### src/rtl/dfr_axil_cfg_slave.sv
// AXI4-Lite slave for the DFR core: CTRL/DEBUG/count registers plus a 256-word memory window.
// Optional macro DFR_AXIL_WSTRB_EN enables per-byte write strobes (default: full-word writes).
module dfr_axil_cfg_slave #(
  parameter int unsigned C_S_AXI_DATA_WIDTH = 32,
  parameter int unsigned C_S_AXI_ADDR_WIDTH = 16,
  parameter int unsigned MEM_ADDR_WIDTH     = 8
) (
  input  logic                              S_AXI_ACLK,
  input  logic                              S_AXI_ARESET,
  input  logic [C_S_AXI_ADDR_WIDTH-1:0]     S_AXI_AWADDR,
  input  logic                              S_AXI_AWVALID,
  output logic                              S_AXI_AWREADY,
  input  logic [C_S_AXI_DATA_WIDTH-1:0]     S_AXI_WDATA,
  input  logic [C_S_AXI_DATA_WIDTH/8-1:0]   S_AXI_WSTRB,
  input  logic                              S_AXI_WVALID,
  output logic                              S_AXI_WREADY,
  output logic [1:0]                        S_AXI_BRESP,
  output logic                              S_AXI_BVALID,
  input  logic                              S_AXI_BREADY,
  input  logic [C_S_AXI_ADDR_WIDTH-1:0]     S_AXI_ARADDR,
  input  logic                              S_AXI_ARVALID,
  output logic                              S_AXI_ARREADY,
  output logic [C_S_AXI_DATA_WIDTH-1:0]     S_AXI_RDATA,
  output logic [1:0]                        S_AXI_RRESP,
  output logic                              S_AXI_RVALID,
  input  logic                              S_AXI_RREADY,
  input  logic                              busy,
  output logic                              start,
  output logic [1:0]                        mem_sel,
  output logic [MEM_ADDR_WIDTH-1:0]         mem_addr,
  output logic [31:0]                       mem_wdata,
  output logic                              mem_we,
  output logic                              mem_re,
  input  logic [31:0]                       mem_rdata,
  output logic [31:0]                       num_init_samples,
  output logic [31:0]                       num_train_samples,
  output logic [31:0]                       num_test_samples,
  output logic [31:0]                       num_steps_per_sample,
  output logic [31:0]                       num_init_steps,
  output logic [31:0]                       num_train_steps,
  output logic [31:0]                       num_test_steps
);

  localparam int unsigned NUM_CNT     = 7;
  localparam logic [1:0]  RESP_OKAY   = 2'b00;
  localparam logic [1:0]  RESP_SLVERR = 2'b10;

  typedef enum logic [2:0] {
    ST_IDLE, ST_WACK, ST_WRESP, ST_RACK, ST_RWAIT, ST_RDATA
  } state_t;

  state_t                          state;
  logic [C_S_AXI_ADDR_WIDTH-1:0]   addr_q;
  logic [31:0]                     wdata_q;
  logic [31:2]                     ctrl_q;
  logic [31:0]                     debug_q;
  logic [31:0]                     cnt_q [NUM_CNT];

  logic [31:0]                     reg_rdata_c;
  logic [31:0]                     wmask_c;
  logic [31:0]                     merged_c;
  logic                            mem_wr_ok_c;

`ifdef DFR_AXIL_WSTRB_EN
  logic [C_S_AXI_DATA_WIDTH/8-1:0] wstrb_q;
`else
  logic                            unused_wstrb;
  assign unused_wstrb = ^S_AXI_WSTRB;
`endif

  function automatic logic in_window(input logic [C_S_AXI_ADDR_WIDTH-1:0] a);
    return a[15:8] == 8'h01;
  endfunction

  function automatic logic in_regs(input logic [C_S_AXI_ADDR_WIDTH-1:0] a);
    return (a[15:8] == 8'h00) && (a[1:0] == 2'b00) && (a[7:2] <= 6'd8);
  endfunction

  assign mem_sel              = ctrl_q[5:4];
  assign num_init_samples     = cnt_q[0];
  assign num_train_samples    = cnt_q[1];
  assign num_test_samples     = cnt_q[2];
  assign num_steps_per_sample = cnt_q[3];
  assign num_init_steps       = cnt_q[4];
  assign num_train_steps      = cnt_q[5];
  assign num_test_steps       = cnt_q[6];

  // Register readback for the latched address; also the base for masked writes.
  always_comb begin
    reg_rdata_c = '0;
    case (addr_q[7:2])
      6'd0:    reg_rdata_c = {ctrl_q, busy, 1'b0};
      6'd1:    reg_rdata_c = debug_q;
      default: begin
        for (int i = 0; i < NUM_CNT; i++) begin
          if (addr_q[7:2] == 6'(i + 2)) reg_rdata_c = cnt_q[i];
        end
      end
    endcase
  end

  always_comb begin
    wmask_c     = '1;
    mem_wr_ok_c = 1'b1;
`ifdef DFR_AXIL_WSTRB_EN
    for (int b = 0; b < 4; b++) wmask_c[8*b +: 8] = {8{wstrb_q[b]}};
    mem_wr_ok_c = (wstrb_q == 4'hF);
`endif
    merged_c = (reg_rdata_c & ~wmask_c) | (wdata_q & wmask_c);
  end

  // Single shared transaction FSM; one AXI transaction in flight at a time.
  always_ff @(posedge S_AXI_ACLK) begin
    if (S_AXI_ARESET) begin
      state         <= ST_IDLE;
      addr_q        <= '0;
      wdata_q       <= '0;
      ctrl_q        <= '0;
      debug_q       <= '0;
      for (int i = 0; i < NUM_CNT; i++) cnt_q[i] <= '0;
`ifdef DFR_AXIL_WSTRB_EN
      wstrb_q       <= '0;
`endif
      S_AXI_AWREADY <= 1'b0;
      S_AXI_WREADY  <= 1'b0;
      S_AXI_BVALID  <= 1'b0;
      S_AXI_BRESP   <= RESP_OKAY;
      S_AXI_ARREADY <= 1'b0;
      S_AXI_RVALID  <= 1'b0;
      S_AXI_RRESP   <= RESP_OKAY;
      S_AXI_RDATA   <= '0;
      start         <= 1'b0;
      mem_addr      <= '0;
      mem_wdata     <= '0;
      mem_we        <= 1'b0;
      mem_re        <= 1'b0;
    end else begin
      start  <= 1'b0;
      mem_we <= 1'b0;
      mem_re <= 1'b0;
      case (state)
        ST_IDLE: begin
          if (S_AXI_AWVALID && S_AXI_WVALID) begin
            addr_q        <= S_AXI_AWADDR;
            wdata_q       <= S_AXI_WDATA;
`ifdef DFR_AXIL_WSTRB_EN
            wstrb_q       <= S_AXI_WSTRB;
`endif
            mem_addr      <= S_AXI_AWADDR[MEM_ADDR_WIDTH-1:0];
            S_AXI_AWREADY <= 1'b1;
            S_AXI_WREADY  <= 1'b1;
            state         <= ST_WACK;
          end else if (S_AXI_ARVALID) begin
            // mem_re lands in the AR handshake cycle so mem_rdata is ready in RWAIT.
            addr_q        <= S_AXI_ARADDR;
            mem_addr      <= S_AXI_ARADDR[MEM_ADDR_WIDTH-1:0];
            mem_re        <= in_window(S_AXI_ARADDR);
            S_AXI_ARREADY <= 1'b1;
            state         <= ST_RACK;
          end
        end
        ST_WACK: begin
          S_AXI_AWREADY <= 1'b0;
          S_AXI_WREADY  <= 1'b0;
          S_AXI_BVALID  <= 1'b1;
          S_AXI_BRESP   <= (in_window(addr_q) || in_regs(addr_q)) ? RESP_OKAY : RESP_SLVERR;
          if (in_window(addr_q)) begin
            mem_wdata <= wdata_q;
            mem_we    <= mem_wr_ok_c;
          end else if (in_regs(addr_q)) begin
            case (addr_q[7:2])
              6'd0: begin
                ctrl_q <= merged_c[31:2];
                start  <= wdata_q[0] & wmask_c[0] & ~busy;
              end
              6'd1:    debug_q <= merged_c;
              default: begin
                for (int i = 0; i < NUM_CNT; i++) begin
                  if (addr_q[7:2] == 6'(i + 2)) cnt_q[i] <= merged_c;
                end
              end
            endcase
          end
          state <= ST_WRESP;
        end
        ST_WRESP: begin
          if (S_AXI_BREADY) begin
            S_AXI_BVALID <= 1'b0;
            state        <= ST_IDLE;
          end
        end
        ST_RACK: begin
          S_AXI_ARREADY <= 1'b0;
          state         <= ST_RWAIT;
        end
        ST_RWAIT: begin
          if (in_window(addr_q)) begin
            S_AXI_RDATA <= mem_rdata;
            S_AXI_RRESP <= RESP_OKAY;
          end else if (in_regs(addr_q)) begin
            S_AXI_RDATA <= reg_rdata_c;
            S_AXI_RRESP <= RESP_OKAY;
          end else begin
            S_AXI_RDATA <= '0;
            S_AXI_RRESP <= RESP_SLVERR;
          end
          S_AXI_RVALID <= 1'b1;
          state        <= ST_RDATA;
        end
        ST_RDATA: begin
          if (S_AXI_RREADY) begin
            S_AXI_RVALID <= 1'b0;
            state        <= ST_IDLE;
          end
        end
        default: state <= ST_IDLE;
      endcase
    end
  end

endmodule

### config.mk
export PLATFORM = sky130hd
export DESIGN_NAME = dfr_axil_cfg_slave
export DESIGN_NICKNAME = d
export VERILOG_FILES = /design/src/rtl/dfr_axil_cfg_slave.sv
export SDC_FILE = /design/constraint.sdc
export NUM_CORES = 1
export LEC_CHECK = 0
export BUFFER_PORTS_ARGS = -buffer_cell sky130_fd_sc_hd__buf_2
export CORE_MARGIN = 5
export CORE_UTILIZATION = 54
export CTS_CLUSTER_DIAMETER = 80
export DETAILED_ROUTE_END_ITERATION = 10
export PLACE_DENSITY = 0.82
export REMOVE_ABC_BUFFERS = 1
export SETUP_SLACK_MARGIN = 0.02
export SLEW_MARGIN = 20
export SYNTH_ARGS = -nofsm -noshare
export SYNTH_HDL_FRONTEND = slang
export SYNTH_SLANG_ARGS = --single-unit
### constraint.sdc
create_clock -name S_AXI_ACLK -period 3.8 [get_ports S_AXI_ACLK]
set_input_delay 0.19 -clock S_AXI_ACLK [delete_from_list [all_inputs] [get_ports S_AXI_ACLK]]
set_output_delay 0.19 -clock S_AXI_ACLK [all_outputs]
set_load 0.01 [all_outputs]
== After elaboration in Yosys (flattened, before gate mapping) ==
Memory sizes are Yosys's and may differ from the RTL's.
Cells that the tools add are included.
Word-level totals
  register bits after elaboration: 196
  bits in writable memories: 224
  word-level logic and storage cells: 172
  memories kept: 1
Operators by class
  $lt $le $gt $ge: 1
  equality and inequality tests: 21
  multiplexer cells: 90
  bitwise operators: 15
  reductions and logical operators: 27
Memory list
  cnt_q: words 7, bits a word 32, read ports 7, clocked after Yosys merged registers in 0, write ports 7, line 57  | logic [31:0] cnt_q [NUM_CNT];
Operators by type and width (count)
  two-way mux 32 bit: 16
  one-hot mux 32 bit (2 select lines): 1
  two-way mux 1 bit: 57
  two-way mux 16 bit: 2
  == test 6 x 3 -> 1 bit, second input constant: 4
  one-hot mux 3 bit (6 select lines): 1
  == test 8 x 1 -> 1 bit, second input constant: 2
  two-way mux 8 bit: 2
  == test 6 x 2 -> 1 bit, second input constant: 2
  two-way mux 3 bit: 4
  AND reduction 2 bit: 6
  != test 2 bit, second input constant: 5
  nonzero test 2 bit: 5
  logical NOT 8 bit: 1
  one-hot mux 1 bit (2 select lines): 4
  AND reduction 4 bit: 2
  inverter 1 bit: 7
  bitwise OR 1 bit: 7
  == test 3 x 2 -> 1 bit, second input constant: 2
  == test 3 bit, second input constant: 2
  == test 6 x 1 -> 1 bit, second input constant: 1
  == test 6 x 4 -> 1 bit, second input constant: 1
  less-or-equal comparator 6 x 4 -> 1 bit, second input constant: 1
  logical NOT 6 bit: 1
  12 further kinds: 18

== Longest topological paths before layout ==
  word-level depth: 11
  mapped depth: 8

== Worst setup path after synthesis ==
Ideal clock, no wire load.
  kind: flip-flop to flip-flop
  start point: register addr_q[12]
  end point: memory cnt_q[5][0] (enable)
  library setup time: 394 ps
  data arrival time: 2496 ps
  data required time: 3406 ps
  path slack: 910 ps
  stages on the path, launching flop included: 7
  buffers on the path: 1
  path through: dfxtp_1 > or4_1 > nor2_2 > nand2_1 > or4_1 > clkbuf_1 > nand2b_1
RTL lines
  start: declaration: line 53  | logic [C_S_AXI_ADDR_WIDTH-1:0] addr_q;
  start signal: assignment: line 116  | addr_q <= '0;
  start signal: assignment: line 144  | addr_q <= S_AXI_AWADDR;
  start signal: assignment: line 155  | addr_q <= S_AXI_ARADDR;
  end: declaration: line 57

==> results.py <==
metrics = {
    "critical_path": {
        "r2r-end": "cnt_q[5][21]",
        "r2r_cells": 6,
        "crit_required_ns": 4.03,
        "r2r-start": "mem_addr[2]",
        "r2r_setup_slack_ns": 0.72,
        "crit_path_start_kind": "flop",
        "cp-end-kind": "flop",
        "crit_type": "reg2reg",
        "crit_fanout": 33,
        "cp.arrival_ns": 3.31,
    },
    "cells_and_area": {
        "fin_util": 0.691,
        "fin_nets": 2191,
        "drive_above_1_share": 0.282,
        "fin_area_mm2": 0.0219,
        "syn_to_final_growth_pct": 26.2,
        "num_antenna_cells": 0,
    },
    "routing": {
        "vias": 15608,
        "ant_nets": 0,
        "wire_per_inst_um": 24.6,
        "drc": 0,
        "drt-total-wl_um": 62000,
        "drt_iter0_drc": 2086,
        "via_per_inst": 6.20,
        "drtPass1Iterations": 8,
    },
    "clock_tree": {
        "clockBufferDepth": 3,
        "cts_made_buffers": 42,
        "cts_tree": "built",
        "path_clk_slew_ns": 0.06,
        "cts-root-buf": "clkbuf_16",
        "clock_latency_ns": 0.54,
        "cts_num_sinks": 410,
        "cts-htree-levels": 2,
    },
    "timing": {
        "hold_viol_final": 0,
        "worst_clock_skew_ns": 0.0186,
        "maxSlewViolCount": 0,
        "timing.final.crit_share": 0.811,
        "layout_min_cycle_time_ns": 3.08,
        "setup_viol": 0,
        "fin_ws_ns": 0.716,
        "fmax_mhz": 324,
        "slew_headroom": 0.328,
        "whs_ns": 0.0125,
        "worstMarginPinSlew_ns": 1.00,
        "rsz0062_at_grt": "false",
    },
    "grt": {
        "grt_max_degree": 106,
        "first_global_vias": 15461,
        "grt.overflow.total": 0,
        "antenna_found_initial": 0,
        "grt_usage": 0.334,
        "grt_pass1_wl_um": 92300,
    },
    "synthesis": {
        "yosys.cell_types.count": 62,
        "synth_edf_count": 224,
        "synth-seq-cells": 410,
        "yosysWarnings": 0,
        "synth_top_area_frac": 0.389,
        "syn_area_mm2": 0.0173,
        "syn_inst": 1668,
        "ys_top_cells_by_area": "edfxtp_1, dfxtp_1, nor2_1",
        "synth_top_area_cell": "edfxtp_1",
        "ys_async_sr_fraction": 0,
        "synth.avg_cell_area_um2": 10.4,
        "ys_seq_area_frac": 0.604,
        "yosys_most_used_dff": "edfxtp_1",
    },
    "floorplanning": {
        "start_util": 0.547,
        "die_area_mm2": 0.0357,
        "die_w_um": 189,
        "row_count": 65,
        "boundaryPins": 418,
        "design.core.area_mm2": 0.0316,
        "fp.dieH_um": 189,
    },
    "power_and_ir_drop": {
        "pwr-share-seq": 0.481,
        "comb_power_share": 0.130,
        "power_frac_clock": 0.389,
        "p_switching_uw": 2700,
        "p_leak_uw": 0.00863,
        "intPower_uw": 7660,
        "peakVddDrop_uv": 365,
        "switching_share": 0.260,
        "power_per_cell_area_mw_per_mm2": 474,
    },
    "placement": {
        "port_buffers": 411,
        "place.gp.congestion": 0.959,
        "placed_cell_area_mm2": 0.0196,
        "pre_cts_slack_ns": 0.899,
        "dp_hpwl_um": 40000,
    },
    "hold_path": {
        "worstHoldStart": "mem_rdata[30]",
        "min_to": "S_AXI_RDATA[30]",
        "hp-class": "in2reg",
        "holdPathStages": 3,
    },
    "outcome": {
        "status": "finished, final reports clean",
    },
    "job": {
        "cap_violations": 0,
    },
}
-- final cells by class --
type | count | area, um^2
flip-flops and latches | 410 | 10500
fillers | 2215 | 9780
multi-input cells | 1051 | 6060
repair buffers | 543 | 3350
clock buffers | 60 | 1190
well taps | 402 | 503
clock inverters | 17 | 154
inverters | 35 | 131
-- repair_timing --
| action | CTS | global route |
|---|---|---|
| resized for setup | 0 | 0 |
| hold buffers | 90 | 0 |
| buffers inserted | 0 | 0 |
| endpoints found under the hold margin | 75 | 0 |
-- power by group through the flow --
stage	logic (uW)	registers (uW)	clock network (uW)
2_1_floorplan	595	5090	0
3_3_place_gp	1180	5060	0
3_5_place_dp	1200	5070	0
4_1_cts	1310	4970	4040
5_1_grt	1430	4990	4240
6_report	1350	4980	4020
-- flip-flops by register name (all words and copies together) (netlist names) --
signal,cells
S_AXI_ARREADY,1
S_AXI_BRESP,1
S_AXI_BVALID,1
S_AXI_RDATA,32
S_AXI_RRESP,1
S_AXI_RVALID,1
S_AXI_WREADY,1
addr_q,9
cnt_q,224
ctrl_q,30
debug_q,32
mem_addr,7
mem_re,1
mem_wdata,32
mem_we,1
merged_c,32
start,1
state,3
-- cell usage in the layout, fill, tap and decap left out, types with 36 or more instances in the layout --
| cell | instances |
|---|---|
| edfxtp_1 | 224 |
| dlygate4sd3_1 | 90 |
| nor2_1 | 229 |
| a21oi_1 | 101 |
| buf_4 | 36 |
| nand3_1 | 44 |
| o21ai_0 | 69 |
| buf_2 | 410 |
| dfxtp_1 | 185 |
| a22oi_1 | 52 |
| nand2_1 | 183 |
| clkbuf_16 | 43 |
-- synth_stat cells (6+ instances only) --
cell	count
nor2_1	232
a222oi_1	24
clkbuf_1	119
edfxtp_1	224
o22ai_1	6
and3_1	25
a211o_1	7
inv_1	35
o21ai_1	24
or3b_2	34
dfxtp_1	186
o21ai_0	69
mux2_2	6
a21oi_1	101
a211oi_1	6
nand3_1	44
nor3_1	15
a221oi_1	12
a311oi_1	17
nand3b_1	32
o22a_1	24
mux2i_1	32
buf_2	36
nand2b_1	41
buf_4	17
a22oi_1	52
nand2_1	184
-- logic make-up (layout without fill, tap and decap cells) --
family	count (synthesis)	in the layout	synth area share
and+or+nand+nor	650	650	0.183
buffers and inverters	208	655	0.0514
DFF	410	410	0.604
AOI/OAI and AO/OA	361	361	0.139
muxes	38	38	0.0224
other	1	2	0.000217
-- per-stage QoR --
step           power (uW)  setup TNS, ns  std cells
2_1_floorplan        5680        -266.62       1496
6_report            10400              0       2518
3_3_place_gp         6240              0       2351
4_1_cts             10300              0       2518
5_1_grt             10700              0       2518
3_5_place_dp         6270              0       2351
-- worst max-delay path, cell delays in order (launching register included) --
cell and delay, ns:
dfxtp_4 0.51, o31ai_1 0.44, and3_1 0.33, nand2_1 0.13
or4_2 0.66, nand2b_2 0.41, buf_12 0.26
-- worst max-delay path by stage --
| stage | end | cells past startpoint | startpoint | slack, ns |
|---|---|---|---|---|
| floorplan | cnt_q[4][0] | 3 | mem_addr[2] | -1.69 |
| global placement | cnt_q[6][14] | 6 | addr_q[12] | 0.92 |
| detailed placement | cnt_q[6][14] | 6 | addr_q[12] | 0.90 |
| CTS | cnt_q[5][2] | 6 | mem_addr[2] | 0.82 |
| global route | cnt_q[5][2] | 6 | mem_addr[2] | 0.66 |
| finish | cnt_q[5][21] | 6 | mem_addr[2] | 0.72 |
-- layer usage --
layer,wire length [um],GRT usage,vias to the layer above,share of wire
met2,29100,0.544,1168,0.47
met4,3650,0.176,0,0.059
met3,7640,0.0848,250,0.12
li1,-,-,6784,-
met5,0,0,-,0
met1,21600,0.413,7406,0.35
Note: power is estimated with default switching activity, not from simulation.
